**config.mk**
```make
export PLATFORM = sky130hd
export DESIGN_NAME = index_mask_builder
export DESIGN_NICKNAME = d
export VERILOG_FILES = /design/src/rtl/index_mask_builder.sv
export SDC_FILE = /design/constraint.sdc
export NUM_CORES = 1
export LEC_CHECK = 0
export ABC_AREA = 1
export BUFFER_PORTS_ARGS = -buffer_cell sky130_fd_sc_hd__buf_4
export CAP_MARGIN = 20
export CELL_PAD_IN_SITES_DETAIL_PLACEMENT = 2
export CELL_PAD_IN_SITES_GLOBAL_PLACEMENT = 2
export CORE_ASPECT_RATIO = 1.25
export CORE_MARGIN = 10
export CORE_UTILIZATION = 26
export CTS_CLUSTER_DIAMETER = 30
export CTS_CLUSTER_SIZE = 40
export DETAILED_ROUTE_END_ITERATION = 10
export PLACE_DENSITY = 0.85
export SLEW_MARGIN = 20
export SYNTH_ARGS = -nofsm -noshare
export SYNTH_HDL_FRONTEND = slang
export SYNTH_SLANG_ARGS = --single-unit
```
**constraint.sdc**
```tcl
create_clock -name clk -period 1.5 [get_ports clk]
set_input_delay 0.3 -clock clk [delete_from_list [all_inputs] [get_ports clk]]
set_output_delay 0.3 -clock clk [all_outputs]
set_load 0.01 [all_outputs]
```
**src/rtl/index_mask_builder.sv**
```systemverilog
// Streams bit indices in, ORs their one-hot decode into a mask, and hands the
// finished mask out (with distinct-bit count, duplicate and range-error flags) on in_last.
module index_mask_builder #(
    parameter int WIDTH = 16,
    parameter int IDXW  = 4
) (
    input  logic              clk,
    input  logic              reset,
    input  logic              in_valid,
    output logic              in_ready,
    input  logic [IDXW-1:0]   in_idx,
    input  logic              in_last,
    output logic              out_valid,
    input  logic              out_ready,
    output logic [WIDTH-1:0]  out_mask,
    output logic [IDXW:0]     out_count,
    output logic              out_dup,
    output logic              out_err
);

    localparam logic [IDXW:0] WIDTH_C = (IDXW+1)'(WIDTH);

    typedef enum logic {
        ACCUM = 1'b0,
        HOLD  = 1'b1
    } state_t;

    state_t            state_q, state_d;
    logic [WIDTH-1:0]  mask_q, mask_d;
    logic [IDXW:0]     count_q, count_d;
    logic              dup_q, dup_d;
    logic              err_q, err_d;

    logic              in_fire;
    logic              out_fire;
    logic              idx_ok;
    logic              bit_set;
    logic [WIDTH-1:0]  onehot;

    // Count is one bit wider than the index so a full mask (count == WIDTH) fits.
    function automatic logic [IDXW:0] sat_inc(input logic [IDXW:0] c);
        return (c >= WIDTH_C) ? c : c + 1'b1;
    endfunction

    always_ff @(posedge clk) begin
        if (reset) begin
            state_q <= ACCUM;
            mask_q  <= '0;
            count_q <= '0;
            dup_q   <= 1'b0;
            err_q   <= 1'b0;
        end else begin
            state_q <= state_d;
            mask_q  <= mask_d;
            count_q <= count_d;
            dup_q   <= dup_d;
            err_q   <= err_d;
        end
    end

    always_comb begin
        state_d = state_q;
        case (state_q)
            ACCUM:   if (in_fire && in_last) state_d = HOLD;
            HOLD:    if (out_fire)           state_d = ACCUM;
            default: state_d = ACCUM;
        endcase
    end

    // Handshake outputs depend on state only, so ready never follows out_ready.
    always_comb begin
        in_ready  = (state_q == ACCUM);
        out_valid = (state_q == HOLD);
    end

    assign in_fire  = in_valid & in_ready;
    assign out_fire = out_valid & out_ready;
    assign idx_ok   = ({1'b0, in_idx} < WIDTH_C);
    assign onehot   = idx_ok ? (WIDTH'(1) << in_idx) : '0;
    assign bit_set  = |(mask_q & onehot);

    always_comb begin
        mask_d  = mask_q;
        count_d = count_q;
        dup_d   = dup_q;
        err_d   = err_q;
        if (out_fire) begin
            mask_d  = '0;
            count_d = '0;
            dup_d   = 1'b0;
            err_d   = 1'b0;
        end else if (in_fire) begin
            if (!idx_ok) begin
                err_d = 1'b1;
            end else if (bit_set) begin
                dup_d = 1'b1;
            end else begin
                mask_d  = mask_q | onehot;
                count_d = sat_inc(count_q);
            end
        end
    end

    assign out_mask  = mask_q;
    assign out_count = count_q;
    assign out_dup   = dup_q;
    assign out_err   = err_q;

endmodule

```
==> out/metrics.yaml <==
status: "complete, but fails checks"
violations: "setup timing"
first_global_vias: 1641
pwr-share-clk_pct: 30.6
n_antenna_cell: 0
cp_max_fo: 7
die_width_um: 81.43
grt_pass1_wl_um: 8086
synth_top_family_by_area: "simple AND/OR/NAND/NOR gates"
cts_root_buffer: "clkbuf_8"
syn_area_per_cell_um2: 6.522
first_iter_violations: 98
finalPower_w: 0.001325
final_common_cell: "buf_4"
internal_power_w: 0.0009332
cts.sinks: 23
grt.busiest_layer: "met2"
crit_family: "simple AND/OR/NAND/NOR gates"
clk_pin_slew_ps: 90
grt_max_degree: 18
critPathSlowestCell: "dfxtp_2"
post-route-min-period_ps: 1505
yosysWarnings: 0
fin_skew_ps: 12.05
seq_power_share_pct: 48.9
cts_tree: "done"
place_ws_ps: -281.5
cts_buffers: 3
synth_compound_area_share_pct: 8.163
rsz0062_at_grt: "true"
fin_setup_tns_ps: -5.300
clock_latency_ps: 270
num_vias: 1441
core_um2: 4493
vdd_ir_drop_max_uv: 260.7
drt-total-wl_um: 5042
fin_ws_ps: -5.300
yosysUniqueCellTypes: 22
ys_ff_latch: 23
syn_inst: 188
synth_xor_area_share_pct: 0.7143
dieArea_um2: 7880
final_cell_mix: "buf_4, inv_1, nor2_1, nand2_1, dfxtp_1"
leakagePower_nw: 0.8004
use_met1_pct: 13.73
syn_to_final_growth_pct: 49.39
use_met3_pct: 3.142
maxSlewHeadroom_pct: 63.38
synth_area_um2: 1226
fin_crit_sh_pct: 100.4
ant_nets: 0
setup-violations-final: 1
pwr_density_cell_nw_per_um2: 723.3
synth_fa_ha_area_share_pct: 1.020
postLayoutCellArea_um2: 1832
gp_congestion: 0.7566
first_pass_iters: 4
hold_violations: 0
rows: 27
worst_pin_slew_ps: 544.2
place_area_um2: 1639
fmaxAchievable_ghz: 0.6643
vias_per_cell: 4.868
drc: 0
grt_overflow: 0
dpl.hpwl_um: 3537
use_met2_pct: 22.98
track_usage_pct: 12.59
die_h_um: 96.78
cts_buffer_depth: 2
cts_hold_buf: 0
synth_mux_area_share_pct: 0
netSwitchingFraction_pct: 29.56
p_comb_share_pct: 20.5
drive_gt1_share_pct: 37.39
initial_core_util_pct: 27.29
required_ps: 1700
hp-class: "in2reg"
max_stage_delay_ps: 350
utilization_pct: 40.77
antenna_found_initial: 0
cap_violations: 0
synth-simple-area-share_pct: 36.84
ios: 34
nets: 249
crit_buf_inv: 1
htreeDepth: 1
start_kind: "flip-flop"
wire_per_inst_um: 17.03
cp_cell_sequence: "nand4_1 -> nand2_2 -> nor2_4 -> nand2_2 -> nor2_4 -> buf_6 -> nand3b_1 -> a21oi_2"
numPortBuffers: 32
setup.worst_path.end_class: "flip-flop"
power_switching_w: 0.0003917
syn_nets: 198
slew_viol_final: 0
critPathKind: "reg2reg"
arrival_ps: 1710
yosysSeqAreaShare_pct: 37.55
metrics by stage:
step	hold WS, ps	std cells
3_5_place_dp	469.5	291
6_report	290.6	296
2_1_floorplan	455.9	188
4_1_cts	282.7	296
5_1_grt	327.4	296
3_3_place_gp	455.6	291
power groups by stage:
stage	Combinational (W)	Clock [W]	Sequential, W
final	0.000272	0.000405	0.000648
after detailed placement	0.000245	0	0.000662
after floorplan	0.000117	0	0.000666
after global routing	0.000303	0.000435	0.000651
after CTS	0.000252	0.000417	0.000648
after global placement	0.000233	0	0.000662
area by class of cell:
type / instances / area [um^2]
sequential: 23 / 462.9
inverter: 33 / 127.6
tap: 58 / 72.57
multi-input combinational: 123 / 688.2
fill: 557 / 2661
timing repair buffer: 55 / 435.4
clock buffer: 4 / 45.04
final timing paths:
kind	start	end	slack [ps]	cells after the start
setup / recovery	out_mask[2]$_SDFFE_PP0P_	out_mask[13]$_SDFFE_PP0P_	-5	8
hold / removal	in_last	out_valid$_SDFF_PP0_	290	3
setup reg to reg	out_mask[2]$_SDFFE_PP0P_	out_mask[13]$_SDFFE_PP0P_	-5	8
hold reg to reg	out_mask[7]$_SDFFE_PP0P_	out_mask[7]$_SDFFE_PP0P_	480	2
registers in the layout, indices dropped and copies added, names as in the netlist:
register	flops
out_dup	1
out_count	5
out_mask	16
out_valid	1
worst min-delay path, delay by kind of cell:
kind | cells | cell delay [ps]
AND/OR/NAND/NOR | 1 | 90
AO/OA/AOI/OAI | 1 | 50
buffers and inverters | 1 | 80
cells in the mapped netlist:
master / number / share of area, %
ha_1: 1 / 1.0
conb_1: 1 / 0.31
clkbuf_1: 1 / 0.31
nor4_1: 1 / 0.51
clkinv_1: 2 / 0.61
nand2_1: 30 / 9.2
nand4_1: 13 / 6.6
inv_2: 1 / 0.31
dfxtp_1: 23 / 38
buf_4: 2 / 1.2
a21oi_1: 19 / 7.8
xnor2_1: 1 / 0.71
inv_1: 30 / 9.2
buf_2: 1 / 0.41
nor2_4: 1 / 0.92
nand3_1: 22 / 9.0
nor3_1: 2 / 0.82
nor2_1: 30 / 9.2
o21ai_0: 1 / 0.41
buf_1: 2 / 0.61
buf_6: 3 / 2.8
nand3b_1: 1 / 0.61
logic make-up (layout without fill, tap and decap cells):
group,count (synthesis),count (layout)
xor+xnor,1,1
other cells,1,1
simple gates,100,100
flops,23,23
compound gates,20,20
fa+ha+maj,1,1
buf+inv,42,92
layer usage:
layer / part of all wire, % / vias up
li1: - / 695
met2: 54 / 28
met3: 4.7 / 5
met5: 0 / -
met1: 40 / 713
met4: 0.91 / 0
repair_timing:
action                     in CTS  in global routing
gates resized for setup         5                 34
setup endpoints to repair      19                 22
pin swaps                       1                 14
buffers inserted                1                  0
(Power assumes the default switching activity.)
